<file path="src/rtl/hazard_pkg.sv">
// Shared constants for the register hazard scoreboard.
// Holds the register-file geometry defaults, the largest fixed latency the
// scoreboard accepts, the derived counter width, and the nominal result
// latencies of each functional unit as seen by the ID stage.
package hazard_pkg;

  localparam int DEF_NUM_REGS   = 32;
  localparam int DEF_REG_ADDR_W = $clog2(DEF_NUM_REGS);
  localparam int DEF_MAX_LAT    = 4;
  localparam int DEF_LAT_W      = $clog2(DEF_MAX_LAT + 1);

  // Cycles a consumer must wait after the producer issues (0 = forwardable).
  localparam int LAT_ALU  = 0;
  localparam int LAT_LOAD = 1;
  localparam int LAT_MUL  = 3;

endpackage : hazard_pkg

</file>
<file path="src/rtl/hazard_sb_entry.sv">
// One scoreboard entry: tracks a single architectural register.
// Ports:
//   clk, rst   clock and asynchronous active-high reset
//   set_fixed  load the countdown with lat (fixed-latency producer issued)
//   set_var    mark the register variable-busy (variable-latency producer issued)
//   lat        fixed latency to load
//   clr_var    completion strobe for this register
//   busy       register has a write still in flight
//   spurious   completion arrived while the entry was not variable-busy
module hazard_sb_entry #(
  parameter int LAT_W = 3
) (
  input  logic             clk,
  input  logic             rst,
  input  logic             set_fixed,
  input  logic             set_var,
  input  logic [LAT_W-1:0] lat,
  input  logic             clr_var,
  output logic             busy,
  output logic             spurious
);

  logic [LAT_W-1:0] cnt;
  logic             vbusy;

  // NOTE: sequential state uses non-blocking assignments so every entry
  // samples the same pre-edge values regardless of evaluation order.
  always_ff @(posedge clk or posedge rst) begin
    if (rst) begin
      cnt <= '0;
    end else if (set_fixed) begin
      // A fresh load replaces this cycle's decrement.
      cnt <= lat;
    end else if (cnt != '0) begin
      cnt <= cnt - LAT_W'(1);
    end
  end

  // An issue and a completion to the same register in one cycle leaves the
  // register busy: the newer producer owns the entry.
  always_ff @(posedge clk or posedge rst) begin
    if (rst) begin
      vbusy <= 1'b0;
    end else if (set_var) begin
      vbusy <= 1'b1;
    end else if (clr_var) begin
      vbusy <= 1'b0;
    end
  end

  assign busy     = (cnt != '0) | vbusy;
  assign spurious = clr_var & ~vbusy;

endmodule : hazard_sb_entry

</file>
<file path="src/rtl/hazard_scoreboard.sv">
// Register-indexed RAW/WAW hazard scoreboard for the ID stage.
// Ports:
//   clk, rst                      clock, asynchronous active-high reset
//   id_valid                      instruction present in ID
//   id_rs1/id_rs2, *_used         source indices and read enables
//   id_rd, id_reg_write           destination index and write enable
//   id_lat, id_var_lat            fixed latency / variable-latency producer
//   flush                         squash the ID instruction
//   done_valid, done_rd           variable-latency completion at WB
//   stall                         hold PC and IF/ID, bubble into ID/EX
//   issue                         ID instruction advances this cycle
//   busy_vec                      per-register busy state (bit 0 always 0)
//   err_spurious_done             sticky: completion for a non-variable-busy reg
module hazard_scoreboard
  import hazard_pkg::*;
#(
  parameter int NUM_REGS   = DEF_NUM_REGS,
  parameter int REG_ADDR_W = DEF_REG_ADDR_W,
  parameter int MAX_LAT    = DEF_MAX_LAT,
  parameter int LAT_W      = $clog2(MAX_LAT + 1)
) (
  input  logic                  clk,
  input  logic                  rst,
  input  logic                  id_valid,
  input  logic [REG_ADDR_W-1:0] id_rs1,
  input  logic [REG_ADDR_W-1:0] id_rs2,
  input  logic                  id_rs1_used,
  input  logic                  id_rs2_used,
  input  logic [REG_ADDR_W-1:0] id_rd,
  input  logic                  id_reg_write,
  input  logic [LAT_W-1:0]      id_lat,
  input  logic                  id_var_lat,
  input  logic                  flush,
  input  logic                  done_valid,
  input  logic [REG_ADDR_W-1:0] done_rd,
  output logic                  stall,
  output logic                  issue,
  output logic [NUM_REGS-1:0]   busy_vec,
  output logic                  err_spurious_done
);

  if (REG_ADDR_W != $clog2(NUM_REGS)) begin : g_bad_addr_w
    $error("REG_ADDR_W must equal clog2(NUM_REGS)");
  end
  if (LAT_W < $clog2(MAX_LAT + 1)) begin : g_bad_lat_w
    $error("LAT_W too narrow for MAX_LAT");
  end

  logic [NUM_REGS-1:0] busy;
  logic [NUM_REGS-1:0] spur_vec;
  logic                raw;
  logic                waw;
  logic                wr_en;
  logic                done_en;

  // Register 0 is hard-wired zero and has no entry.
  assign busy[0]     = 1'b0;
  assign spur_vec[0] = 1'b0;

  assign raw   = (id_rs1_used & busy[id_rs1]) | (id_rs2_used & busy[id_rs2]);
  assign waw   = id_reg_write & (id_rd != '0) & busy[id_rd];
  assign stall = id_valid & ~flush & (raw | waw);
  assign issue = id_valid & ~flush & ~stall;

  assign wr_en   = issue & id_reg_write & (id_rd != '0);
  assign done_en = done_valid & (done_rd != '0);

  for (genvar r = 1; r < NUM_REGS; r++) begin : g_entry
    hazard_sb_entry #(
      .LAT_W (LAT_W)
    ) u_entry (
      .clk       (clk),
      .rst       (rst),
      .set_fixed (wr_en & ~id_var_lat & (id_rd == REG_ADDR_W'(r))),
      .set_var   (wr_en & id_var_lat & (id_rd == REG_ADDR_W'(r))),
      .lat       (id_lat),
      .clr_var   (done_en & (done_rd == REG_ADDR_W'(r))),
      .busy      (busy[r]),
      .spurious  (spur_vec[r])
    );
  end

  assign busy_vec = busy;

  always_ff @(posedge clk or posedge rst) begin
    if (rst) begin
      err_spurious_done <= 1'b0;
    end else if (|spur_vec) begin
      err_spurious_done <= 1'b1;
    end
  end

endmodule : hazard_scoreboard

</file>
<file path="config.mk">
export PLATFORM = sky130hd
export DESIGN_NAME = hazard_scoreboard
export DESIGN_NICKNAME = d
export VERILOG_FILES = /design/src/rtl/hazard_pkg.sv /design/src/rtl/hazard_sb_entry.sv /design/src/rtl/hazard_scoreboard.sv
export SDC_FILE = /design/constraint.sdc
export NUM_CORES = 1
export LEC_CHECK = 0
export BUFFER_PORTS_ARGS = -buffer_cell sky130_fd_sc_hd__buf_2
export CORE_AREA = 10 10 138 140
export DETAILED_ROUTE_END_ITERATION = 7
export DIE_AREA = 0 0 148 150
export PLACE_DENSITY_LB_ADDON = 0.15
export RECOVER_POWER = 50
export SYNTH_ARGS = -nofsm -noshare
export SYNTH_HDL_FRONTEND = slang
export SYNTH_SLANG_ARGS = --single-unit
</file>
<file path="constraint.sdc">
create_clock -name clk -period 4 [get_ports clk]
set_clock_uncertainty 0.15 [all_clocks]
set_input_delay 0.2 -clock clk [delete_from_list [all_inputs] [get_ports clk]]
set_output_delay 0.2 -clock clk [all_outputs]
set_load 0.1 [all_outputs]
</file>
# Word-level counts from Yosys, hierarchy flattened
# Index checks and enable logic that the tools add are counted.
# W data, S select, Z words.
dict set report totals {
  output_inout_bits 35
  regBits 125
  wordCells 588
  in_bits 32
}
dict set report classes {
  order_cmp 3
  addsub 31
  n_bitwise 203
  n_eq_ne 62
  mux 130
  reduce_logical 96
}
# operator n
set ops {}
lappend ops {{$mux W3} 62}
lappend ops {{$eq A5 B5 Y1 const B} 32}
lappend ops {{$and A1 B1 Y1} 136}
lappend ops {{$reduce_bool A2 Y1} 62}
lappend ops {{$reduce_bool A3 Y1} 31}
lappend ops {{$sub A3 B1 Y3 const B} 31}
lappend ops {{$eq A5 B4 Y1 const B} 16}
lappend ops {{$mux W1} 65}
lappend ops {{$eq A5 B3 Y1 const B} 8}
lappend ops {{$not A1 Y1} 34}
lappend ops {{$or A1 B1 Y1} 33}
lappend ops {{$reduce_or A31 Y1} 1}
lappend ops {{$eq A5 B2 Y1 const B} 4}
lappend ops {{$lt A5 B6 Y1 const B} 3}
lappend ops {{$bmux W1 S5} 3}
lappend ops {{$eq A5 B1 Y1 const B} 2}
lappend ops {{$reduce_bool A5 Y1} 2}

# Logic depth before layout (Yosys ltp)
dict set report logic_depth {
  depth_word 15
  ltp_mapped 11
  mapped_depth_nobuf 9
}

# By module
# Synthesis repeated with hierarchy kept, for this count alone.
dict set report unflattened {
  cells_unflattened 1092
  area_unflattened_um2 9641.7
}
# mod cells_each area_each_um2 n_inst seq_area_each_um2
set modules_own_cells {}
lappend modules_own_cells {hazard_sb_entry 26 247.7 31 100.1}
lappend modules_own_cells {hazard_scoreboard 286 1961.9 1 25.0}

# Worst setup path after synthesis
# Ideal clock, no wire load.
dict set report synth_timing {
  path_type {flip-flop to output port}
  start {reg g_entry[12].u_entry.cnt[0]}
  end {out issue}
  n_path_buf 2
  t_required_ns 3.650
  slack_ns -0.856
  t_arrival_ns 4.506
  stages_incl_launch_ff 12
  path_cell_list {dfrtp_1 -> inv_1 -> ha_1 -> or3b_2 -> mux2_2 -> o22ai_1 -> or4_1 -> a21o_1 -> buf_2 -> buf_2 -> a21oi_1 -> nor3b_1}
}
dict set report synth_between {
  elab_chain_len 10
  elab_cells_between_ends 16
  classes_between {mux (6); bitwise (9); reduce/logical (1)}
}
# item line_no
set synth_lines {}
lappend synth_lines {{start, declared} hazard_sb_entry.sv:23} ;# logic [LAT_W-1:0] cnt;
lappend synth_lines {{start signal, assigned} hazard_sb_entry.sv:33} ;# cnt <= lat;
lappend synth_lines {{start signal, assigned} hazard_sb_entry.sv:35} ;# cnt <= cnt - LAT_W'(1);
lappend synth_lines {{$reduce_bool A3 Y1 *} hazard_sb_entry.sv:51} ;# assign busy = (cnt != '0) | vbusy;
lappend synth_lines {{$or A1 B1 Y1 *} hazard_sb_entry.sv:51}
lappend synth_lines {{via g_entry[12].u_entry.busy} hazard_sb_entry.sv:19} ;# output logic busy,
lappend synth_lines {{$bmux W1 S5} hazard_scoreboard.sv:60} ;# assign raw = (id_rs1_used & busy[id_rs1]) | (id_rs2_used & busy[id_rs2]);
lappend synth_lines {{$mux W1 (not written as such)} hazard_scoreboard.sv:60}
lappend synth_lines {{$and A1 B1 Y1} hazard_scoreboard.sv:60}
lappend synth_lines {{$or A1 B1 Y1} hazard_scoreboard.sv:60}
lappend synth_lines {{$or A1 B1 Y1 *} hazard_scoreboard.sv:62} ;# assign stall = id_valid & ~flush & (raw | waw);
lappend synth_lines {{$and A1 B1 Y1 *} hazard_scoreboard.sv:62}
lappend synth_lines {{$not A1 Y1 *} hazard_scoreboard.sv:63} ;# assign issue = id_valid & ~flush & ~stall;
lappend synth_lines {{$and A1 B1 Y1 *} hazard_scoreboard.sv:63}
lappend synth_lines {{end, declared} hazard_scoreboard.sv:37} ;# output logic issue,
# Mark *: on every way through the listed nets, which the timed path passes. The rest lies on a longest branch. The select of a mux whose other input is x is not followed.

# Worst setup path after layout
dict set report layout_timing {
  start {reg g_entry[14].u_entry.cnt[0]}
  end {out stall}
}
dict set report layout_between {
  elab_chain_len 8
  elab_cells_between_ends 14
  classes_between {mux (6); bitwise (7); reduce/logical (1)}
}
# item line_no
set layout_lines {}
lappend layout_lines {{start, declared} hazard_sb_entry.sv:23}
lappend layout_lines {{start signal, assigned} hazard_sb_entry.sv:33}
lappend layout_lines {{start signal, assigned} hazard_sb_entry.sv:35}
lappend layout_lines {{$reduce_bool A3 Y1 *} hazard_sb_entry.sv:51}
lappend layout_lines {{$or A1 B1 Y1 *} hazard_sb_entry.sv:51}
lappend layout_lines {{$bmux W1 S5} hazard_scoreboard.sv:60}
lappend layout_lines {{$mux W1 (not written as such)} hazard_scoreboard.sv:60}
lappend layout_lines {{$and A1 B1 Y1} hazard_scoreboard.sv:60}
lappend layout_lines {{$or A1 B1 Y1} hazard_scoreboard.sv:60}
lappend layout_lines {{$or A1 B1 Y1 *} hazard_scoreboard.sv:62}
lappend layout_lines {{$and A1 B1 Y1 *} hazard_scoreboard.sv:62}
lappend layout_lines {{end, declared} hazard_scoreboard.sv:36} ;# output logic stall,
# Mark *: on every way between the ends. The rest lies on a longest branch, timed or not. The select of a mux whose other input is x is not followed.

==> out/metrics.yaml <==
drt_first_pass_iters: 6
drt_iter0_markers: 1011
violations: "capacitance limit, slew limit"
overflow: 0
vias_per_cell: 6.41
fill_cells: 1402
cp_max_fo: 15
synth_top_area_cell: "dfrtp_1"
clkSinkCount: 125
reg2regPathDepth: 11
arrival_ns: 3.47
place_congestion: 1.01
hp-class: "in -> reg"
critPathKind: "reg -> out"
rows: 47
cp_slowest_cell: "or4_1"
clockBufferDepth: 2
area_growth_pct: 9.97
yosysMostFrequentCell: "dfrtp_1"
vdd_drop_max_mv: 0.377
port_buffers: 65
clk-insertion-delay-late_ns: 0.43
cpMostUsedCell: "a21oi_1"
htreeDepth: 4
syn_area_mm2: 0.00956
drc: 0
cts_tree: "done"
outcome: "complete, but fails checks"
r2r-start: "g_entry[7].u_entry.cnt[0]"
layout-drive-gt1-share_pct: 18.6
async_flop_share_pct: 100
post_cts_buffers: 0
ys_ff_latch: 125
vias: 8027
ant_nets: 0
ctsResizeCount: 0
powerDensity_mw_per_mm2: 776
min_period_ns: 3.82
antenna_found_initial: 1
dp_hpwl_um: 20500
grt_setup_unrepaired: "false"
grt_max_degree: 74
setup_violations: 0
grt_pass1_vias: 7892
synth.avg_cell_area_um2: 9.62
fmax_ghz: 0.262
holdPathEnd: "g_entry[2].u_entry.vbusy"
dieHeight_um: 150
max_stage_delay_ns: 0.54
hold_viol_final: 0
crit_chain: "inv_1 -> ha_1 -> nor3b_1 -> buf_4 -> a21oi_1 -> o22ai_1 -> or4_1 -> a21o_2 -> a21oi_1 -> o21a_1 -> buf_2"
r2r_end: "g_entry[25].u_entry.vbusy"
synthTopCellsByArea: "dfrtp_1, ha_1, mux2_1, nand4_2, o31ai_1"
layout.nets: 1115
antenna_cells: 0
yosys_warnings: 0
grt_pass1_wl_um: 44500
cts_hold_buf: 2
dieArea_mm2: 0.0222
min-delay-start: "done_rd[0]"
setup_ws_ns: 0.180
required_ns: 3.65
wirelength_um: 28100
start_kind: "flop"
r2r_slack_ns: 0.39
path_clk_slew_ns: 0.06
fin_crit_sh_pct: 95.5
fin_tns_setup_ns: 0
syn_inst: 994
cp-end-kind: "output pin"
track_usage_pct: 25.4
root_buffer: "clkbuf_16"
synthTopCellsByCount: "dfrtp_1, inv_1, nor2_1"
final_util_pct: 64.3
holdPathStages: 3
worst_pin_slew_ns: 2.87
core_area_mm2: 0.0163
syn_nets: 1088
numCtsBuffers: 17
wl_per_cell_um: 22.4
fin_total_pwr_mw: 8.16
synth_edf_count: 0
slew_violations: 74
die_x_um: 148
p_leak_nw: 4.64
io_pins: 67
slew_headroom_pct: -91.4
synth_top_area_share_pct: 32.7
dpl_worst_slack_ns: 0.502
ys_seq_area_share_pct: 32.7
start_util_pct: 58.5
synth_cell_types: 69
ys.flop_type: "dfrtp_1"
cap_violations: 1
-- layer usage --
metal,vias to the layer above,share of wire (%),GRT usage (%)
met5,-,0,0
met4,0,3.7,10.4
met3,96,10,6.07
met2,465,45,39.9
met1,3860,41,33.0
li1,3606,-,-
-- kinds of logic (layout without fill, tap and decap cells) --
| family | Yosys count | in the layout | synth area share [%] |
|---|---|---|---|
| buf+inv | 170 | 208 | 8.30 |
| xor+xnor | 31 | 31 | 2.84 |
| other cells | 1 | 1 | 0.0392 |
| compound gates | 200 | 200 | 15.0 |
| flops | 125 | 125 | 32.7 |
| fa+ha+maj | 62 | 62 | 8.12 |
| simple gates | 295 | 295 | 19.8 |
| mux | 110 | 110 | 13.2 |
-- power breakdown --
group	leakage, nW	internal (mW)	switching, mW
Combinational	2.81	1.66	2.80
Clock	0.298	1.05	0.571
Sequential	1.53	1.79	0.283
Total	4.64	4.51	3.65
-- critical path: cells and delay by family, from the launching register on --
| kind | cells | cell delay (ns) |
|---|---|---|
| flip-flops | 1 | 0.32 |
| AND/OR/NAND/NOR | 2 | 0.71 |
| adder cells (fa/ha/maj) | 1 | 0.23 |
| buffers and inverters | 3 | 0.65 |
| AO/OA/AOI/OAI | 5 | 1.12 |
-- worst max-delay path by stage --
stage | startpoint | endpoint | slack [ns] | depth (start not counted)
after floorplan | g_entry[12].u_entry.cnt[0] | issue | 0.12 | 11
after global placement | g_entry[7].u_entry.cnt[0] | g_entry[25].u_entry.vbusy | 0.57 | 11
after detailed placement | g_entry[18].u_entry.cnt[0] | g_entry[24].u_entry.vbusy | 0.50 | 11
after CTS | g_entry[14].u_entry.cnt[0] | stall | 0.19 | 11
after global routing | g_entry[10].u_entry.cnt[0] | stall | 0.01 | 10
final | g_entry[14].u_entry.cnt[0] | stall | 0.18 | 11
-- cell type report --
| type | instances | area [um^2] | share of cell area [%] |
|---|---|---|---|
| sequential | 125 | 3130 | 29.8 |
| clock inverter | 6 | 108 | 1.02 |
| timing repair buffer | 95 | 544 | 5.18 |
| inverter | 83 | 312 | 2.96 |
| clock buffer | 24 | 502 | 4.77 |
| multi-input combinational | 699 | 5640 | 53.7 |
| tap | 220 | 275 | 2.62 |
-- through the flow --
step,hold slack (ns),std cells,area (um^2)
after floorplan,0.200,994,9560
after global placement,0.215,1220,9910
after detailed placement,0.217,1220,9910
after CTS,0.00200,1252,10500
after global routing,0.0599,1252,10500
final,0.0236,1252,10500
-- flip-flops by register name, summed over array words and instances, names as in the netlist --
register and flops:
err_spurious_done 1, g_entry.u_entry.cnt 93, g_entry.u_entry.vbusy 31
-- layout by cell type (no fill, tap or decap), types with 6 or more instances in the layout --
cell type	synthesis	final
dfrtp_1	125	125
inv_1	81	80
nor2_1	80	80
ha_1	62	62
mux2_1	60	60
o31ai_1	50	50
buf_2	13	48
a21oi_1	44	44
o21ai_0	37	37
nand2b_1	37	37
nor3_1	37	37
mux2i_1	35	35
xnor2_1	31	31
nand4_2	30	30
buf_4	35	26
clkbuf_1	35	19
nand2_1	17	17
clkbuf_16	0	17
o31ai_2	15	15
or3b_1	12	12
or3b_2	12	12
o22ai_1	12	12
nor2b_1	10	10
nor4b_1	10	10
nand3_1	10	10
mux2_2	9	9
nand4_1	7	7
nor4bb_1	7	7
or2_2	7	7
mux4_2	6	6
No activity file was read; power rests on OpenSTA's default activity.
